## src/rtl/screen_sequencer.sv

```systemverilog
// Game-screen FSM and final pixel mux/register feeding the VGA DAC.
// Optional build macro WIN_FADE_EN adds a 16-frame fade-in on the winner screens.
module screen_sequencer #(
    parameter int WIN_FRAMES = 180,
    parameter int CNT_W      = 8,
    parameter bit VS_ACT_LOW = 1'b1
) (
    input  logic        clk,
    input  logic        reset,
    input  logic        video_on,
    input  logic        vsync,
    input  logic        start_btn,
    input  logic        p1_dead,
    input  logic        p2_dead,
    input  logic [11:0] title_px,
    input  logic [11:0] game_px,
    input  logic [11:0] win_out1,
    input  logic [11:0] win_out2,
    output logic [11:0] rgb,
    output logic [2:0]  scr_state,
    output logic        game_active
);

    typedef enum logic [2:0] {
        S_TITLE = 3'd0,
        S_PLAY  = 3'd1,
        S_WIN1  = 3'd2,
        S_WIN2  = 3'd3,
        S_DRAW  = 3'd4
    } scr_e;

    localparam logic [CNT_W-1:0] LAST_FRAME = CNT_W'(WIN_FRAMES - 1);

    scr_e             state_q, state_d;
    logic [CNT_W-1:0] cnt_q, cnt_d;
    logic             start_q, start_d;
    logic             p1_q, p1_d;
    logic             p2_q, p2_d;
    logic             vs_q;
    logic             armed_q;
    logic             ga_q;
    logic [11:0]      rgb_q, rgb_d;

    logic             vs_act;
    logic             tick;
    logic             start_now;
    logic             p1_now;
    logic             p2_now;
    logic [11:0]      src;

    assign vs_act = VS_ACT_LOW ? ~vsync : vsync;
    // armed_q suppresses a tick on the first clk out of reset
    assign tick   = armed_q & vs_act & ~vs_q;

    assign start_now = start_q | ((state_q == S_TITLE) & start_btn);
    assign p1_now    = p1_q | ((state_q == S_PLAY) & p1_dead);
    assign p2_now    = p2_q | ((state_q == S_PLAY) & p2_dead);

    always_comb begin
        state_d = state_q;
        cnt_d   = cnt_q;
        start_d = start_now;
        p1_d    = p1_now;
        p2_d    = p2_now;
        if (tick) begin
            start_d = 1'b0;
            p1_d    = 1'b0;
            p2_d    = 1'b0;
        end
        case (state_q)
            S_TITLE: begin
                if (tick && start_now) begin
                    state_d = S_PLAY;
                end
            end
            S_PLAY: begin
                if (tick) begin
                    if (p1_now && p2_now) begin
                        state_d = S_DRAW;
                    end else if (p2_now) begin
                        state_d = S_WIN1;
                    end else if (p1_now) begin
                        state_d = S_WIN2;
                    end
                end
            end
            S_WIN1, S_WIN2, S_DRAW: begin
                if (tick) begin
                    if (cnt_q == LAST_FRAME) begin
                        state_d = S_TITLE;
                    end else begin
                        cnt_d = cnt_q + CNT_W'(1);
                    end
                end
            end
            default: begin
                state_d = S_TITLE;
                start_d = 1'b0;
                p1_d    = 1'b0;
                p2_d    = 1'b0;
            end
        endcase
        if (state_d != state_q) begin
            cnt_d = '0;
        end
    end

`ifdef WIN_FADE_EN
    logic [1:0] fade_sh;

    always_comb begin
        fade_sh = 2'd0;
        if (cnt_q < CNT_W'(16)) begin
            fade_sh = 2'd3 - cnt_q[3:2];
        end
    end

    function automatic logic [11:0] fade(input logic [11:0] c,
                                         input logic [1:0]  s);
        logic [3:0] r, g, b;
        r = c[11:8] >> s;
        g = c[7:4] >> s;
        b = c[3:0] >> s;
        return {r, g, b};
    endfunction
`endif

    always_comb begin
        src = 12'h000;
        case (state_q)
            S_TITLE: src = title_px;
            S_PLAY:  src = game_px;
`ifdef WIN_FADE_EN
            S_WIN1:  src = fade(win_out1, fade_sh);
            S_WIN2:  src = fade(win_out2, fade_sh);
`else
            S_WIN1:  src = win_out1;
            S_WIN2:  src = win_out2;
`endif
            S_DRAW:  src = title_px;
            default: src = 12'h000;
        endcase
        rgb_d = video_on ? src : 12'h000;
    end

    always_ff @(posedge clk) begin
        if (reset) begin
            state_q <= S_TITLE;
            cnt_q   <= '0;
            start_q <= 1'b0;
            p1_q    <= 1'b0;
            p2_q    <= 1'b0;
            vs_q    <= 1'b0;
            armed_q <= 1'b0;
            ga_q    <= 1'b0;
            rgb_q   <= 12'h000;
        end else begin
            state_q <= state_d;
            cnt_q   <= cnt_d;
            start_q <= start_d;
            p1_q    <= p1_d;
            p2_q    <= p2_d;
            vs_q    <= vs_act;
            armed_q <= 1'b1;
            ga_q    <= (state_d == S_PLAY);
            rgb_q   <= rgb_d;
        end
    end

    assign rgb         = rgb_q;
    assign scr_state   = state_q;
    assign game_active = ga_q;

endmodule
```

## config.mk

```make
export PLATFORM = sky130hd
export DESIGN_NAME = screen_sequencer
export DESIGN_NICKNAME = d
export VERILOG_FILES = /design/src/rtl/screen_sequencer.sv
export SDC_FILE = /design/constraint.sdc
export NUM_CORES = 1
export LEC_CHECK = 0
export ABC_AREA = 1
export CAP_MARGIN = 10
export CORE_MARGIN = 2
export CORE_UTILIZATION = 40
export DETAILED_ROUTE_END_ITERATION = 10
export HOLD_SLACK_MARGIN = 0.12
export PLACE_DENSITY = 0.85
export SYNTH_ARGS = -nofsm -noshare
export SYNTH_HDL_FRONTEND = slang
export SYNTH_SLANG_ARGS = --single-unit
```

## constraint.sdc

```tcl
create_clock -name clk -period 1.99 [get_ports clk]
set_clock_uncertainty 0.2 [all_clocks]
set_input_delay 0.597 -clock clk [delete_from_list [all_inputs] [get_ports clk]]
set_output_delay 0.597 -clock clk [all_outputs]
set_load 0.01 [all_outputs]
```

==> results.md, run 1 <==
- DIE HEIGHT: 65.0 µm
- Seq pwr share: 46.1%
- Reg2reg start: cnt_q[1]$_SDFFE_PP0P_
- Global-route wire length before repair: 6.96 mm
- Site row count: 22
- TritonCTS clock tree: done
- Switching Share: 23.9%
- Congestion Overflow GR: 0
- Detailed Route WL: 4.21 mm
- Number of routed nets with antenna violations: 0
- Post-synthesis sequential area ratio: 39.1%
- Min Tclk post-route: 1.95 ns
- Combinational power share: 18.8%
- Residual DRC: 0
- Worst hold-check path type: reg -> reg
- Yosys warning count: 0
- Diodes inserted: 0
- GP Congestion: 0.926
- Slowest stage delay, CP: 0.56 ns
- Vias: 1690
- CP delay by family, top: buffers and inverters
- Clock root buffer: clkbuf_8
- Chip width: 65.0 µm
- P_sw: 0.000315 W
- Setup Viol. Count Final: 0
- Worst-Margin Slew: 0.387 ns
- Total I/O pin count: 71
- Most used flip-flop cell after synthesis: dfxtp_1
- Fraction of registers with async set/reset: 0%
- Pwr per Cell Area: 535 nW/µm²
- Largest net degree at the start of global routing: 14
- Worst Min Path Start: start_q$_SDFF_PP0_
- Slew Limit Fails: 0
- Number of flops mapped to enable cells by yosys: 0
- Layout cells sized above 1: 12.7%
- Max VDD drop: 0.425 mV
- Synthesis-stage register bit count: 29
- HPWL Detailed: 3.25 mm
- Reg2reg path depth: 8
- Cell Area, Synth: 1490 µm²
- Vias in the first global route: 1613
- Crit. End Element: output port
- Finished Cell Area: 2460 µm²
- Clock buffer depth: 2
- Syn_nets: 266
- GRT Overall Usage: 21.8%
- 1st-iter DRT viols: 95
- Wirelength per Cell: 12.1 µm
- Placed cell areas: 2350 µm²
- Drt first pass iters: 4
- Buf+Inv Stages, Crit Path: 1
- Pint: 0.00100 W
- Status: finished clean
- CP max stage cell: clkdlybuf4s50_1
- Initial antenna violation count: 0
- Area Growth Syn to Fin: 65.6%
- Starting Density: 41.2%
- Clk pwr share: 35.2%
- Die ar.: 4220 µm²
- Final Hold Viols: 0
- Part of the cycle the worst path needs: 98.1%
- CP max FO: 1
- Core area: 3610 µm²
- Critical path origin: rgb[10]$_SDFF_PP0_
- Most frequent cells in the layout: nand2_1 (68), clkdlybuf4s50_1 (62), dfxtp_1 (28)
- Hold Path Sink: start_q$_SDFF_PP0_
- Worst Path Arrival: 1.16 ns
- Worst hold slack: 0.254 ns
- Worst R2R End: cnt_q[4]$_SDFFE_PP0P_
- Pleak: 1.05 nW
- Clock Pin Slew Worst Setup and Hold Paths: 0.06 ns
- Syn Inst Count: 210
- Clock Sinks: 29
- Slew HR: 74.2%
- Worst setup SP type: flip-flop
- Most common cell after layout, fill and taps aside: nand2_1
- Hold path cells: 2
- H-tree levels: 2
- Max Clk Rate: 512 MHz
- Post-CTS Setup Inserts: 0
- Nets: 354
- CTS buffer count: 5
- IO buf count: 70
- Mean Syn Cell Area: 7.08 µm²
- Vias per inst: 4.87
- Max Cap Viol: 0
- Crit-path cells: clkdlybuf4s50_1
- CP required: 1.19 ns
- RSZ-0062 raised after global routing: false
- R2r setup slk: 0.19 ns
- Clock Latency Late Sink: 0.28 ns
- Synth unique cells: 25
- Worst Path Class, Setup: reg -> out
==> metrics by stage <==
stage / utilization, % / setup WS (ns) / instances / total power [W] / setup TNS, ns
2_1_floorplan: - / 0.182 / 210 / 0.000694 / 0
3_3_place_gp: 65.2 / -0.296 / 339 / 0.000863 / -3.14
3_5_place_dp: 65.2 / -0.412 / 339 / 0.000865 / -4.36
4_1_cts: 67.7 / 0.00406 / 347 / 0.00133 / 0
5_1_grt: 68.3 / 0.00681 / 347 / 0.00138 / 0
6_report: 68.3 / 0.0378 / 347 / 0.00132 / 0
==> registers in the layout, summed over array words and instances (netlist names) <==
name         count
cnt_q            8
scr_state        3
rgb             12
p1_q             1
start_q          1
game_active      1
vs_q             1
p2_q             1
armed_q          1
==> final cells by class <==
type,count,area (µm²)
fill,308,1140
timing repair buffer,87,845
multi-input combinational,145,777
sequential,29,582
inverter,30,118
clock buffer,8,80.1
tap,48,60.1
==> power by group through the flow <==
stage	combinational, W	clock, W	sequential [W]
final	0.000247	0.000463	0.000607
after global routing	0.000267	0.000504	0.000608
after floorplan	0.0000661	0	0.000628
after global placement	0.000243	0	0.000620
after CTS	0.000249	0.000473	0.000607
after detailed placement	0.000245	0	0.000620
==> worst max path at each step <==
stage                                       end  cells past startpoint
after global routing                    rgb[10]                      1
final                                   rgb[10]                      1
after floorplan           cnt_q[0]$_SDFFE_PP0P_                      8
after detailed placement  cnt_q[4]$_SDFFE_PP0P_                      9
after global placement    cnt_q[5]$_SDFFE_PP0P_                      8
after CTS                 cnt_q[4]$_SDFFE_PP0P_                      9
==> worst reg2reg max path: cells and delay by family (launching register included) <==
| kind | cells | cell delay, ns |
|---|---|---|
| flops | 1 | 0.33 |
| simple gates | 6 | 0.73 |
| fa+ha+maj | 1 | 0.23 |
| compound gates | 1 | 0.25 |
==> layer usage <==
| metal | GRT usage [%] | up-vias | wire length [µm] |
|---|---|---|---|
| li1 | - | 855 | - |
| met1 | 22.4 | 749 | 1650 |
| met2 | 39.2 | 82 | 2090 |
| met3 | 9.38 | 4 | 418 |
| met4 | 7.98 | 0 | 47 |
| met5 | 0 | - | 0 |
==> cells by family after synthesis <==
kind of cell / after synthesis / synth area share, %
compound gates: 23 / 12.3
xor+xnor: 7 / 4.12
simple gates: 114 / 34.3
fa+ha+maj: 1 / 0.842
flops: 29 / 39.1
buf+inv: 36 / 9.43
==> synthesized netlist by cell type (all sizes together) (3+ instances only) <==
library cell	n	share of area, %
a41oi	12	7.1
xor2	3	1.8
dfxtp	29	39
nor2	20	5.4
nand3	21	8.6
clkbuf	4	1.0
xnor2	4	2.4
nand2	68	17
o211ai	3	1.5
a21oi	4	1.3
nand4	3	1.7
inv	30	7.7
o21ai	3	1.5
==> what timing repair did <==
action / CTS / global route
resized for setup: 5 / 9
endpoints found under the setup margin: 10 / 13
hold buffers: 0 / 0
pin swaps: 1 / 3
cloned: 0 / 0
Power figures use the tool's default switching activity.
==> run 2: changes to the inputs <==
CTS_CLUSTER_SIZE = 14   (was default)
==> results of run 2 <==
Same layout as run 1: the final DEF is identical, and so are final timing and power.
==> run 3: changes to the inputs <==
clock period = 2.02 ns   (was 1.99 ns; I/O delays follow)
==> run 3 against run 2 <==
  * Count of clock-buffer cells in the layout shrank 2
  * Routed wire length shrank 4.8%
  * Sequential power shrank 1%
  * Cell count is the same
  * Critical path depth is the same
  * Flip-flop and latch count is the same
  * Highest routed layer unchanged
  * Via count shrank 0.95%
  * Sequential share of layout area grew 0.084 points
  * First-iteration DRC count shrank 18%
  * Die area is the same
  * Clock power is essentially flat
  * Global-route usage shrank 1.4 points
==> results.md, run 3 (same netlist as run 1, synthesis figures left out) <==
- Max Cap Viol: 0 (unchanged)
- Tot Pwr: 0.00131 W (-0.75%)
- IO buf count: 70 (unchanged)
- HPWL Detailed: 3.21 mm (-1.2%)
- Clock Pin Slew Worst Setup and Hold Paths: 0.06 ns (about the same)
- Final Hold Viols: 0 (unchanged)
- Layout cells sized above 1: 13.4% (+0.67 points)
- Crit. End Element: output port
- TritonCTS clock tree: done
- Worst hold slack: 0.249 ns (-0.00562 ns)
- Grt met2 use: 36.1% (-3.1 points)
- Max VDD drop: 0.358 mV (-16%)
- Reg2reg start: scr_state[2]$_SDFF_PP0_
- CP required: 1.21 ns (+0.02 ns)
- Layout Cells excl Fill: 347 (unchanged)
- Pwr per Cell Area: 533 nW/µm² (-0.40%)
- Detailed Route WL: 4.01 mm (-4.8%)
- Total I/O pin count: 71 (unchanged)
- Site row count: 22 (unchanged)
- Residual DRC: 0 (unchanged)
- Crit-path cells: clkdlybuf4s50_1
- FILL cells: 306 (-0.65%)
- Seq. cell area: 582 µm² (unchanged)
- Area Growth Syn to Fin: 65.0%
- Post-Place Cells: 339 (unchanged)
- Worst Path Class, Setup: reg -> out
- Die ar.: 4220 µm² (unchanged)
- Max Clk Rate: 506 MHz
- Clock root buffer: clkbuf_8
- Buf+Inv Stages, Crit Path: 1 (unchanged)
- Status: finished clean
- Vias: 1674 (-0.95%)
- Initial antenna violation count: 0 (unchanged)
- Reg2reg path depth: 9 (+1)
- Slowest stage delay, CP: 0.54 ns (-0.02 ns)
- 1st-iter DRT viols: 78 (-18%)
- Most common cell after layout, fill and taps aside: nand2_1
- Post-CTS Setup Inserts: 0 (unchanged)
- Hold path cells: 2 (unchanged)
- Setup Viol. Count Final: 0 (unchanged)
- GR met1 Demand/Resource: 20.5% (-1.9 points)
- GRT Overall Usage: 20.4% (-1.4 points)
- Pleak: 0.984 nW (-6.2%)
- Drt first pass iters: 4 (unchanged)
- Worst Min Path Start: start_q$_SDFF_PP0_
- CTS buffer count: 5 (unchanged)
- GP Congestion: 0.919 (-0.71%)
- Number of routed nets with antenna violations: 0 (unchanged)
- Diodes inserted: 0 (unchanged)
- Wirelength per Cell: 11.5 µm (-4.8%)
- Min Tclk post-route: 1.98 ns
- Crit path depth: 1 (unchanged)
- Met3 usage: 8.33% (-1.0 points)
- Clock Sinks: 29 (unchanged)
- Most frequent cells in the layout: nand2_1 (68), clkdlybuf4s50_1 (67), dfxtp_1 (28)
- Clock Latency Late Sink: 0.29 ns (about the same)
- Slew Limit Fails: 0 (unchanged)
- Post-layout util: 68.0% (-0.24 points)
- Worst R2R End: cnt_q[7]$_SDFFE_PP0P_
- Chip width: 65.0 µm (unchanged)
- CP max stage cell: clkdlybuf4s50_1
- Area of the multi-input gates: 777 µm² (unchanged)
- Global-route wire length before repair: 6.43 mm (-7.6%)
- Max reg flops: 12 (unchanged)
- Most Used Layer, Global Route: met2
- Congestion Overflow GR: 0 (unchanged)
- DIE HEIGHT: 65.0 µm (unchanged)
- RSZ-0062 raised after global routing: false
- H-tree levels: 2 (unchanged)
- Slew HR: 74.9% (+0.67 points)
- CP max FO: 2 (+1)
- Worst Path Arrival: 1.17 ns (about the same)
- Worst setup SP type: flip-flop
- Nets: 354 (unchanged)
- Core area: 3610 µm² (unchanged)
- R2r setup slk: 0.25 ns (+0.06 ns)
- Largest net degree at the start of global routing: 14 (unchanged)
- Part of the cycle the worst path needs: 97.8%
- Clock buffer depth: 2 (unchanged)
- CP delay by family, top: buffers and inverters
- Vias per inst: 4.82 (-0.95%)
- Worst hold-check path type: reg -> reg
- Vias in the first global route: 1545 (-4.2%)
- Worst-Margin Slew: 0.376 ns (-0.0101 ns)
- Starting Density: 41.2% (unchanged)
- Critical path origin: scr_state[0]$_SDFF_PP0_
- Critical Path End: scr_state[0]
==> run 3: metrics by stage <==
stage               setup slack (ns)  area [µm²]  TNS (ns)
global placement              -0.272        2350     -2.82
floorplan                      0.203        1490         0
finish                        0.0436        2450         0
CTS                           0.0213        2440         0
global route                  0.0155        2450         0
detailed placement            -0.347        2350     -3.55
==> run 3: cell type report <==
cell class	count	area share (%)
Clock buffer	6	2.96
Multi-Input combinational cell	145	31.7
Sequential cell	29	23.7
Inverter	30	4.69
Timing Repair Buffer	87	34.1
Clock inverter	2	0.408
Tap cell	48	2.45
==> run 3: layer usage <==
metal,vias to the layer above,part of all wire [%],wire (µm)
met2,71,49,1970
met3,7,10,418
met4,0,2.1,85
met5,-,0,0
met1,736,38,1530
li1,860,-,-
==> run 3: power by group <==
group	leakage (nW)	internal, W	total, W	switching (W)
clock	0.0450	0.000238	0.000466	0.000228
combinational	0.702	0.000154	0.000243	0.0000898
sequential	0.237	0.000591	0.000598	0.00000661
==> run 3: repair_timing <==
item | 4_1_cts | 5_1_grt
setup endpoints to repair | 9 | 9
gates resized for setup | 3 | 5
cloned | 0 | 0
pin swaps | 1 | 2
hold buffers | 0 | 0
==> run 3: worst min-delay path by stage <==
stage                    endpoint  slack (ns)
2_1_floorplan  start_q$_SDFF_PP0_        0.23
3_3_place_gp   start_q$_SDFF_PP0_        0.24
3_5_place_dp   start_q$_SDFF_PP0_        0.24
4_1_cts        start_q$_SDFF_PP0_        0.25
5_1_grt        start_q$_SDFF_PP0_        0.27
6_report       start_q$_SDFF_PP0_        0.25
==> run 3: worst reg2reg max path, cell delays in order, from the launching register on <==
cell,delay [ns]
dfxtp_1,0.31
buf_4,0.16
nor2_1,0.16
nand2_1,0.15
o21ai_2,0.20
inv_2,0.05
nand3_1,0.10
nand3_2,0.12
nand4_4,0.17
nor2_1,0.06
